--- config.mk ---
export PLATFORM = sky130hd
export DESIGN_NAME = dec_out_collector
export DESIGN_NICKNAME = d
export VERILOG_FILES = /design/src/rtl/dec_out_collector_pkg.sv /design/src/rtl/dec_out_fifo.sv /design/src/rtl/dec_out_collector.sv
export SDC_FILE = /design/constraint.sdc
export NUM_CORES = 1
export LEC_CHECK = 0
export CAP_MARGIN = 5
export CORE_UTILIZATION = 45
export DETAILED_ROUTE_END_ITERATION = 8
export PLACE_DENSITY_LB_ADDON = 0.1
export SLEW_MARGIN = 30
export SYNTH_ARGS = -nofsm -noshare
export SYNTH_HDL_FRONTEND = slang
export SYNTH_HIERARCHICAL = 1
export SYNTH_SLANG_ARGS = --single-unit
--- constraint.sdc ---
create_clock -name clk -period 4.14 [get_ports clk]
set_clock_uncertainty 0.15 [all_clocks]
set_input_delay 0.828 -clock clk [delete_from_list [all_inputs] [get_ports clk]]
set_output_delay 0.828 -clock clk [all_outputs]
set_load 0.1 [all_outputs]
--- src/rtl/dec_out_collector_pkg.sv ---
// Shared decoder parameters and state encoding for the decoded-beat output collector.
package dec_out_collector_pkg;

  localparam int Zc               = 8;
  localparam int DecOut_lifting   = 1;
  localparam int BlkNumperDecoder = 2;
  localparam int BLK_IDX_W        = 3;

  typedef enum logic [1:0] {
    IDLE = 2'd0,
    RECV = 2'd1,
    DONE = 2'd2
  } state_e;

endpackage

--- src/rtl/dec_out_fifo.sv ---
// Show-ahead synchronous FIFO; the head entry is visible on rdata_o whenever empty_o is low.
module dec_out_fifo #(
  parameter int W     = 13,
  parameter int DEPTH = 16
) (
  input  logic         clk,
  input  logic         rst_n,
  input  logic         clr_i,
  input  logic         push_i,
  input  logic [W-1:0] wdata_i,
  input  logic         pop_i,
  output logic [W-1:0] rdata_o,
  output logic         empty_o,
  output logic         full_o
);

  localparam int AW = $clog2(DEPTH);

  logic [AW:0]  wr_ptr_q, rd_ptr_q;
  logic [W-1:0] mem_q [DEPTH];

  always_ff @(posedge clk or negedge rst_n) begin
    if (!rst_n) begin
      wr_ptr_q <= '0;
      rd_ptr_q <= '0;
    end else if (clr_i) begin
      wr_ptr_q <= '0;
      rd_ptr_q <= '0;
    end else begin
      if (push_i) wr_ptr_q <= wr_ptr_q + (AW+1)'(1);
      if (pop_i)  rd_ptr_q <= rd_ptr_q + (AW+1)'(1);
    end
  end

  // When full, a simultaneous push overwrites the slot being popped, which is safe.
  always_ff @(posedge clk) begin
    if (push_i) mem_q[wr_ptr_q[AW-1:0]] <= wdata_i;
  end

  assign rdata_o = mem_q[rd_ptr_q[AW-1:0]];
  assign empty_o = (wr_ptr_q == rd_ptr_q);
  assign full_o  = (wr_ptr_q[AW] != rd_ptr_q[AW]) &&
                   (wr_ptr_q[AW-1:0] == rd_ptr_q[AW-1:0]);

endmodule

--- src/rtl/dec_out_collector.sv ---
// Frames decoded beats into blocks (sop/eop/block index) and buffers them for a ready/valid sink.
// Optional DEC_OUT_OVF_CNT_EN adds a saturating 16-bit dropped-beat counter output ovf_cnt.
module dec_out_collector
  import dec_out_collector_pkg::*;
#(
  parameter int DW            = Zc*DecOut_lifting,
  parameter int BEATS_PER_BLK = 8,
  parameter int BLK_NUM       = BlkNumperDecoder,
  parameter int FIFO_DEPTH    = 16
) (
  input  logic                 clk,
  input  logic                 rst_n,
  input  logic                 clr,
  input  logic                 dec_valid,
  input  logic [BLK_IDX_W-1:0] dec_valid_cnt,
  input  logic [DW-1:0]        dec_data,
  output logic                 m_valid,
  input  logic                 m_ready,
  output logic [DW-1:0]        m_data,
  output logic                 m_sop,
  output logic                 m_eop,
  output logic [BLK_IDX_W-1:0] m_blk_idx,
  output logic                 ovf,
  output logic                 busy,
  output logic                 all_done
`ifdef DEC_OUT_OVF_CNT_EN
  ,
  output logic [15:0]          ovf_cnt
`endif
);

  localparam int EW  = DW + 2 + BLK_IDX_W;
  localparam int BCW = (BEATS_PER_BLK > 1) ? $clog2(BEATS_PER_BLK) : 1;
  localparam logic [BCW-1:0]       LAST_BEAT = BCW'(BEATS_PER_BLK-1);
  localparam logic [BLK_IDX_W-1:0] LAST_BLK  = BLK_IDX_W'(BLK_NUM-1);

  state_e         state_q, state_d;
  logic [BCW-1:0] beat_cnt_q, beat_cnt_d;
  logic           ovf_q, all_done_q;
  logic           accept, is_sop, is_eop, push, pop, drop;
  logic           fifo_empty, fifo_full;
  logic [EW-1:0]  fifo_wdata, fifo_rdata;

  // Write-side framing: the beat counter advances on every accepted beat, stored or dropped.
  assign accept     = dec_valid && (state_q != DONE) && !clr;
  assign is_sop     = (beat_cnt_q == '0);
  assign is_eop     = (beat_cnt_q == LAST_BEAT);
  assign pop        = m_valid && m_ready && !clr;
  assign push       = accept && (!fifo_full || pop);
  assign drop       = accept && fifo_full && !pop;
  assign fifo_wdata = {dec_valid_cnt, is_sop, is_eop, dec_data};

  always_comb begin
    state_d    = state_q;
    beat_cnt_d = beat_cnt_q;
    case (state_q)
      IDLE, RECV: begin
        if (dec_valid) begin
          beat_cnt_d = is_eop ? '0 : beat_cnt_q + BCW'(1);
          state_d    = (is_eop && dec_valid_cnt == LAST_BLK) ? DONE : RECV;
        end
      end
      default: ;
    endcase
    if (clr) begin
      state_d    = IDLE;
      beat_cnt_d = '0;
    end
  end

  always_ff @(posedge clk or negedge rst_n) begin
    if (!rst_n) begin
      state_q    <= IDLE;
      beat_cnt_q <= '0;
      ovf_q      <= 1'b0;
      all_done_q <= 1'b0;
    end else begin
      state_q    <= state_d;
      beat_cnt_q <= beat_cnt_d;
      if (clr) begin
        ovf_q      <= 1'b0;
        all_done_q <= 1'b0;
      end else begin
        if (drop) ovf_q <= 1'b1;
        if (pop && m_eop && m_blk_idx == LAST_BLK) all_done_q <= 1'b1;
      end
    end
  end

`ifdef DEC_OUT_OVF_CNT_EN
  logic [15:0] ovf_cnt_q;

  always_ff @(posedge clk or negedge rst_n) begin
    if (!rst_n) begin
      ovf_cnt_q <= '0;
    end else if (clr) begin
      ovf_cnt_q <= '0;
    end else if (drop && ovf_cnt_q != 16'hFFFF) begin
      ovf_cnt_q <= ovf_cnt_q + 16'd1;
    end
  end

  assign ovf_cnt = ovf_cnt_q;
`endif

  dec_out_fifo #(
    .W     (EW),
    .DEPTH (FIFO_DEPTH)
  ) u_fifo (
    .clk     (clk),
    .rst_n   (rst_n),
    .clr_i   (clr),
    .push_i  (push),
    .wdata_i (fifo_wdata),
    .pop_i   (pop),
    .rdata_o (fifo_rdata),
    .empty_o (fifo_empty),
    .full_o  (fifo_full)
  );

  // Read side: head fields are forced to zero while empty so reset/clr show a clean bus.
  assign m_valid   = !fifo_empty;
  assign m_data    = m_valid ? fifo_rdata[DW-1:0]          : '0;
  assign m_eop     = m_valid ? fifo_rdata[DW]              : 1'b0;
  assign m_sop     = m_valid ? fifo_rdata[DW+1]            : 1'b0;
  assign m_blk_idx = m_valid ? fifo_rdata[EW-1 -: BLK_IDX_W] : '0;
  assign ovf       = ovf_q;
  assign all_done  = all_done_q;
  assign busy      = (state_q == RECV) || !fifo_empty;

endmodule

==> flow_metrics.env, run 1 <==
export IMPL_status="completed"
export IMPL_critPathMaxStageDelay_ns=0.80
export IMPL_rsz0062_at_grt="false"
export IMPL_synth_most_common_cell="edfxtp_1"
export IMPL_drt_iter0_drc=289
export IMPL_multi_input_area_um2=2260
export IMPL_cts_tree="yes"
export IMPL_dieWidth_um=144
export IMPL_syn_inst=508
export IMPL_drive_above_1_share_pct=24.5
export IMPL_cp_top_family="flip-flops"
export IMPL_syn_num_nets=532
export IMPL_grt_pass1_wl_um=30800
export IMPL_fmax_mhz=255
export IMPL_yosys_area_top_type_share_pct=68.4
export IMPL_endpoint_kind="primary output"
export IMPL_vias=4730
export IMPL_cts_htree_levels=1
export IMPL_grt_use_total_pct=20.7
export IMPL_crit_arrival_ns=2.94
export IMPL_p_leak_nw=3.54
export IMPL_ys_async_sr_fraction_pct=7.56
export IMPL_gp_congestion=0.811
export IMPL_worst_setup_path_type="reg2out"
export IMPL_antenna_found_initial=0
export IMPL_area_growth_pct=18.3
export IMPL_cts_setup_buffers=0
export IMPL_layout_nets=603
export IMPL_cap_violations=0
export IMPL_synth_warnings=6
export IMPL_final_antenna_net_count=0
export IMPL_die_y_um=144
export IMPL_drcViolationCount=0
export IMPL_ys_seq_elements=225
export IMPL_yosysTopAreaCell="edfxtp_1"
export IMPL_synthFlopType="edfxtp_1"
export IMPL_fin_crit_ns=3.92
export IMPL_critPathLaunchType="flop"
export IMPL_grt_max_degree=37
export IMPL_grt_overflow=0
export IMPL_path_cells="buf_4 > mux2i_1 > a221o_1 > o22ai_1 > nor2b_1 > buf_12"
export IMPL_cts_sinks=225
export IMPL_vias_per_cell=5.50
export IMPL_drv_slew=0
export IMPL_portBuffers=32
export IMPL_post_route_period_util_pct=94.7
export IMPL_hold_class="reg2reg"
export IMPL_max_slew_margin_pct=35.3
export IMPL_p_total_mw=4.94
export IMPL_rows=51
export IMPL_io_pins=33
export IMPL_clkLatencyLatePin_ns=0.51
export IMPL_cts_root_buf="clkbuf_16"
export IMPL_ys_types=38
export IMPL_coreArea_um2=19700
export IMPL_path_clk_slew_ns=0.06
export IMPL_cts_made_buffers=24
export IMPL_clockBufferDepth=3
export IMPL_syn_area_um2=9130
export IMPL_n_fill_cell=1622
export IMPL_dp_hpwl_um=13100
export IMPL_cp_max_fo=36
export IMPL_cts_hold_buf=0
export IMPL_firstDrtPassIters=5
export IMPL_synth_edf_count=208
export IMPL_irDropWorstVdd_mv=0.349
export IMPL_synth_area_per_cell_um2=18.0
export IMPL_grt_pass1_vias=4907
export IMPL_tns_ns=0
export IMPL_initial_core_util_pct=46.5
export IMPL_antenna_cells=0
export IMPL_tightest_slew_ns=0.967
export IMPL_powerDensity_nw_per_um2=457
export IMPL_wire_per_inst_um=23.6
export IMPL_cp_data_required_time_ns=3.16
export IMPL_totalWireLength_um=20300
export IMPL_dieArea_um2=20900
export IMPL_ys_top_cells_by_area="edfxtp_1 (68%), mux4_2 (6.4%), dfrtp_1 (4.7%)"
export IMPL_setup_viol=0
export IMPL_synth_seq_area_share_pct=73.1
export IMPL_worst_path_max_delay_cell="dfrtp_4"
export IMPL_seqCellArea_um2=6680
export IMPL_synth_common_cells="edfxtp_1 (208), nor2_1 (54), mux2i_1 (31)"
export IMPL_hold_viol_final=0
export IMPL_cp_num_buf_inv=2
export IMPL_ctsResizeCount=0
## state kept, by name (all words and copies together), names as in the netlist
name,count
u_fifo/mem_q,208
state_q,2
u_fifo/rd_ptr_q,5
u_fifo/wr_ptr_q,5
beat_cnt_q,3
ovf,1
all_done,1
## layer usage
metal / share of wire [%] / up-vias / global-route usage (%)
li1: - / 2150 / -
met1: 43 / 2444 / 28.9
met2: 49 / 107 / 34.7
met3: 5.5 / 29 / 2.75
met4: 1.8 / 0 / 4.88
met5: 0 / - / 0
## cell usage in the layout, fill, tap and decap left out, drive strengths merged, types with 2 or more instances in the layout
cell,synthesis,layout
edfxtp,208,208
buf,21,57
nor2,54,54
clkbuf,8,33
mux2i,31,31
mux4,26,26
mux2,26,26
clkdlybuf4s50,0,17
dfrtp,17,17
nor2b,15,15
a221o,13,13
o221ai,13,13
o22ai,13,13
inv,8,8
nand2,8,8
ha,8,8
xnor2,7,7
clkinv,0,7
xor2,5,5
nor3,4,4
nand4,4,4
a21oi,3,3
nand2b,3,3
and2b,2,2
## final timing paths
| check | startpoint | slack [ns] | cells after the start | to |
|---|---|---|---|---|
| max in group asynchronous | rst_n | 2.61 | 1 | u_fifo/rd_ptr_q[0] |
| max | u_fifo/rd_ptr_q[0] | 0.22 | 6 | m_data[1] |
| min in group asynchronous | rst_n | 0.64 | 1 | all_done |
| min reg2reg | ovf | 0.35 | 1 | ovf |
| max reg2reg | u_fifo/rd_ptr_q[0] | 0.87 | 8 | u_fifo/mem_q[15][7] |
| min | ovf | 0.35 | 1 | ovf |
## through the flow
stage	hold slack (ns)	utilization, %	setup slack [ns]	area [µm²]	std cells
floorplan	0.335	-	0.477	9130	508
global placement	0.340	51.3	0.687	10100	818
detailed placement	0.331	51.3	0.664	10100	818
CTS	0.350	54.9	0.114	10800	860
global route	0.371	55.0	0.0615	10800	860
finish	0.345	55.0	0.219	10800	860
## cells by family (layout without fill, tap and decap cells)
logic type,count (synthesis),in the layout,synth area share (%)
flip-flops,225,225,73.1
adder cells (fa/ha/maj),8,8,1.10
multiplexers,83,83,13.0
AND/OR/NAND/NOR,95,95,4.97
AO/OA/AOI/OAI,48,48,4.22
buffers and inverters,37,124,2.47
XOR/XNOR,12,12,1.15
## report_power, final
group,leakage (nW),switching [mW],internal (mW)
Sequential,2.08,0.0184,2.50
Clock,0.345,0.826,1.16
Combinational,1.12,0.271,0.163
## area by class of cell
cell class / instances / area share, %
Inverter: 8 / 0.278
Clock inverter: 9 / 0.602
Timing Repair Buffer: 74 / 7.27
Sequential cell: 225 / 61.8
Multi-Input combinational cell: 246 / 20.9
Tap cell: 265 / 3.07
Clock buffer: 33 / 6.07
No activity file was read; power rests on OpenSTA's default activity.
==> run 2: changes to the inputs <==
==> constraint.sdc (replaced) <==
create_clock -name clk -period 5 [get_ports clk]
set_clock_uncertainty 0.15 [all_clocks]
set_input_delay 1 -clock clk [delete_from_list [all_inputs] [get_ports clk]]
set_output_delay 1 -clock clk [all_outputs]
set_load 0.1 [all_outputs]
==> run 2 against run 1 <==
Utilization is 1.1 points lower. Global-route usage is 0.30 points lower. Non-clock buffer count shrank 3. Register-to-register slack improved by 0.52 ns. Combinational power decreased by 24%. Cell count fell by 0.70%. Via count grew 1.1%. Total power is 19% lower. Highest routed layer unchanged.
==> flow_metrics.env, run 2 (synthesis gave the netlist of run 1 again) <==
export IMPL_status="completed"
export IMPL_whs_ns=0.345
export IMPL_crit_arrival_ns=2.95
export IMPL_rrSetupSlack_ns=1.39
export IMPL_hold_class="reg2reg"
export IMPL_cts_root_buf="clkbuf_16"
export IMPL_cts_htree_levels=1
export IMPL_ctsResizeCount=0
export IMPL_clkLatencyLatePin_ns=0.50
export IMPL_power_switching_mw=0.900
export IMPL_seq_power_share_pct=51.9
export IMPL_setup_viol=0
export IMPL_cp_data_required_time_ns=3.85
export IMPL_pwr_share_comb_pct=8.2
export IMPL_gp_congestion=0.834
export IMPL_tns_ns=0
export IMPL_grt_pass1_vias=4781
export IMPL_intPower_mw=3.11
export IMPL_hold_viol_final=0
export IMPL_cts_hold_buf=0
export IMPL_clockBufferDepth=3
export IMPL_rsz0062_at_grt="false"
export IMPL_dieArea_um2=20900
export IMPL_portBuffers=32
export IMPL_rows=51
export IMPL_p_clk_share_pct=39.9
export IMPL_cap_violations=0
export IMPL_firstDrtPassIters=5
export IMPL_largest_register_ffs=208
export IMPL_cts_made_buffers=23
export IMPL_max_slew_margin_pct=35.2
export IMPL_irDropWorstVdd_mv=0.264
export IMPL_worst_setup_path_type="reg2out"
export IMPL_cp_max_fo=23
export IMPL_fin_crit_ns=4.10
export IMPL_p_leak_nw=3.48
export IMPL_vias=4782
export IMPL_layout_nets=599
export IMPL_powerDensity_nw_per_um2=379
export IMPL_multi_input_area_um2=2250
export IMPL_cts_sinks=225
export IMPL_totalWireLength_um=19900
export IMPL_grt_max_degree=45
export IMPL_fmax_mhz=244
export IMPL_post_route_period_util_pct=82.0
export IMPL_dieWidth_um=144
export IMPL_p_sw_share_pct=22.4
export IMPL_n_fill_cell=1644
export IMPL_initial_core_util_pct=46.5
export IMPL_drcViolationCount=0
export IMPL_io_pins=33
export IMPL_cts_tree="yes"
export IMPL_dp_hpwl_um=13200
export IMPL_cts_setup_buffers=0
export IMPL_vias_per_cell=5.60
export IMPL_drt_iter0_drc=424
export IMPL_wire_per_inst_um=23.3
export IMPL_antenna_found_initial=0
export IMPL_endpoint_kind="primary output"
export IMPL_p_total_mw=4.01
export IMPL_drv_slew=0
export IMPL_grt_use_total_pct=20.4
export IMPL_layout_commonest_cell="edfxtp_1"
export IMPL_final_antenna_net_count=0
export IMPL_grt_overflow=0
export IMPL_path_clk_slew_ns=0.06
export IMPL_tightest_slew_ns=0.968
export IMPL_antenna_cells=0
export IMPL_layout_common_cells="edfxtp_1 (208), nor2_1 (54), buf_4 (52)"
export IMPL_critPathLaunchType="flop"
export IMPL_die_y_um=144
export IMPL_area_growth_pct=15.9
export IMPL_drive_above_1_share_pct=24.1
export IMPL_grt_pass1_wl_um=30300
export IMPL_coreArea_um2=19700
export IMPL_seqCellArea_um2=6680
[run 2: cell types whose count changed in the layout (fill, tap and decap cells not counted), sizes merged]
cell	change
clkinv	+2
bufinv	+1
buf	-3
clkbuf	-5
clkinvlp	-1
[run 2: worst paths after layout]
| path | from | endpoint | cells after the start |
|---|---|---|---|
| min in group asynchronous | rst_n | all_done | 1 |
| worst min register to register | ovf | ovf | 1 |
| max in group asynchronous | rst_n | u_fifo/rd_ptr_q[0] | 1 |
| worst max register to register | u_fifo/rd_ptr_q[3] | u_fifo/mem_q[12][12] | 10 |
| worst max-delay path | u_fifo/rd_ptr_q[0] | m_blk_idx[1] | 6 |
| worst min-delay path | ovf | ovf | 1 |
[run 2: metal layers]
layer	up-vias	wire length, µm	GRT usage [%]
li1	2139	-	-
met1	2472	8880	30.5
met2	144	9380	31.4
met3	27	1030	2.48
met4	0	588	6.48
met5	-	0	0
[run 2: worst max-delay path: stages (launching register included)]
cell     delay, ns
dfrtp_4       0.65
buf_4         0.41
mux2i_1       0.17
a221o_1       0.38
o22ai_1       0.33
nor2b_1       0.18
buf_4         0.30
[run 2: final cells by class]
class / count / share of cell area (%)
multi-input cells: 246 / 21.3
clock inverters: 11 / 0.934
inverters: 8 / 0.284
repair buffers: 71 / 5.67
flip-flops and latches: 225 / 63.1
well taps: 265 / 3.13
clock buffers: 28 / 5.62
[run 2: power by group through the flow]
| stage | clock network, mW | registers (mW) | logic [mW] |
|---|---|---|---|
| 2_1_floorplan | 0 | 2.12 | 0.230 |
| 3_3_place_gp | 0 | 2.12 | 0.329 |
| 3_5_place_dp | 0 | 2.12 | 0.332 |
| 4_1_cts | 1.64 | 2.08 | 0.333 |
| 5_1_grt | 1.72 | 2.08 | 0.348 |
| 6_report | 1.60 | 2.08 | 0.328 |
[run 2: per-stage QoR]
stage	instance area [µm²]	setup WS, ns	instances	utilization, %
finish	10600	0.902	854	53.9
global route	10600	0.746	854	53.9
CTS	10600	0.830	854	53.9
detailed placement	9890	0.980	815	50.3
global placement	9890	1.09	815	50.3
floorplan	9130	1.17	508	-
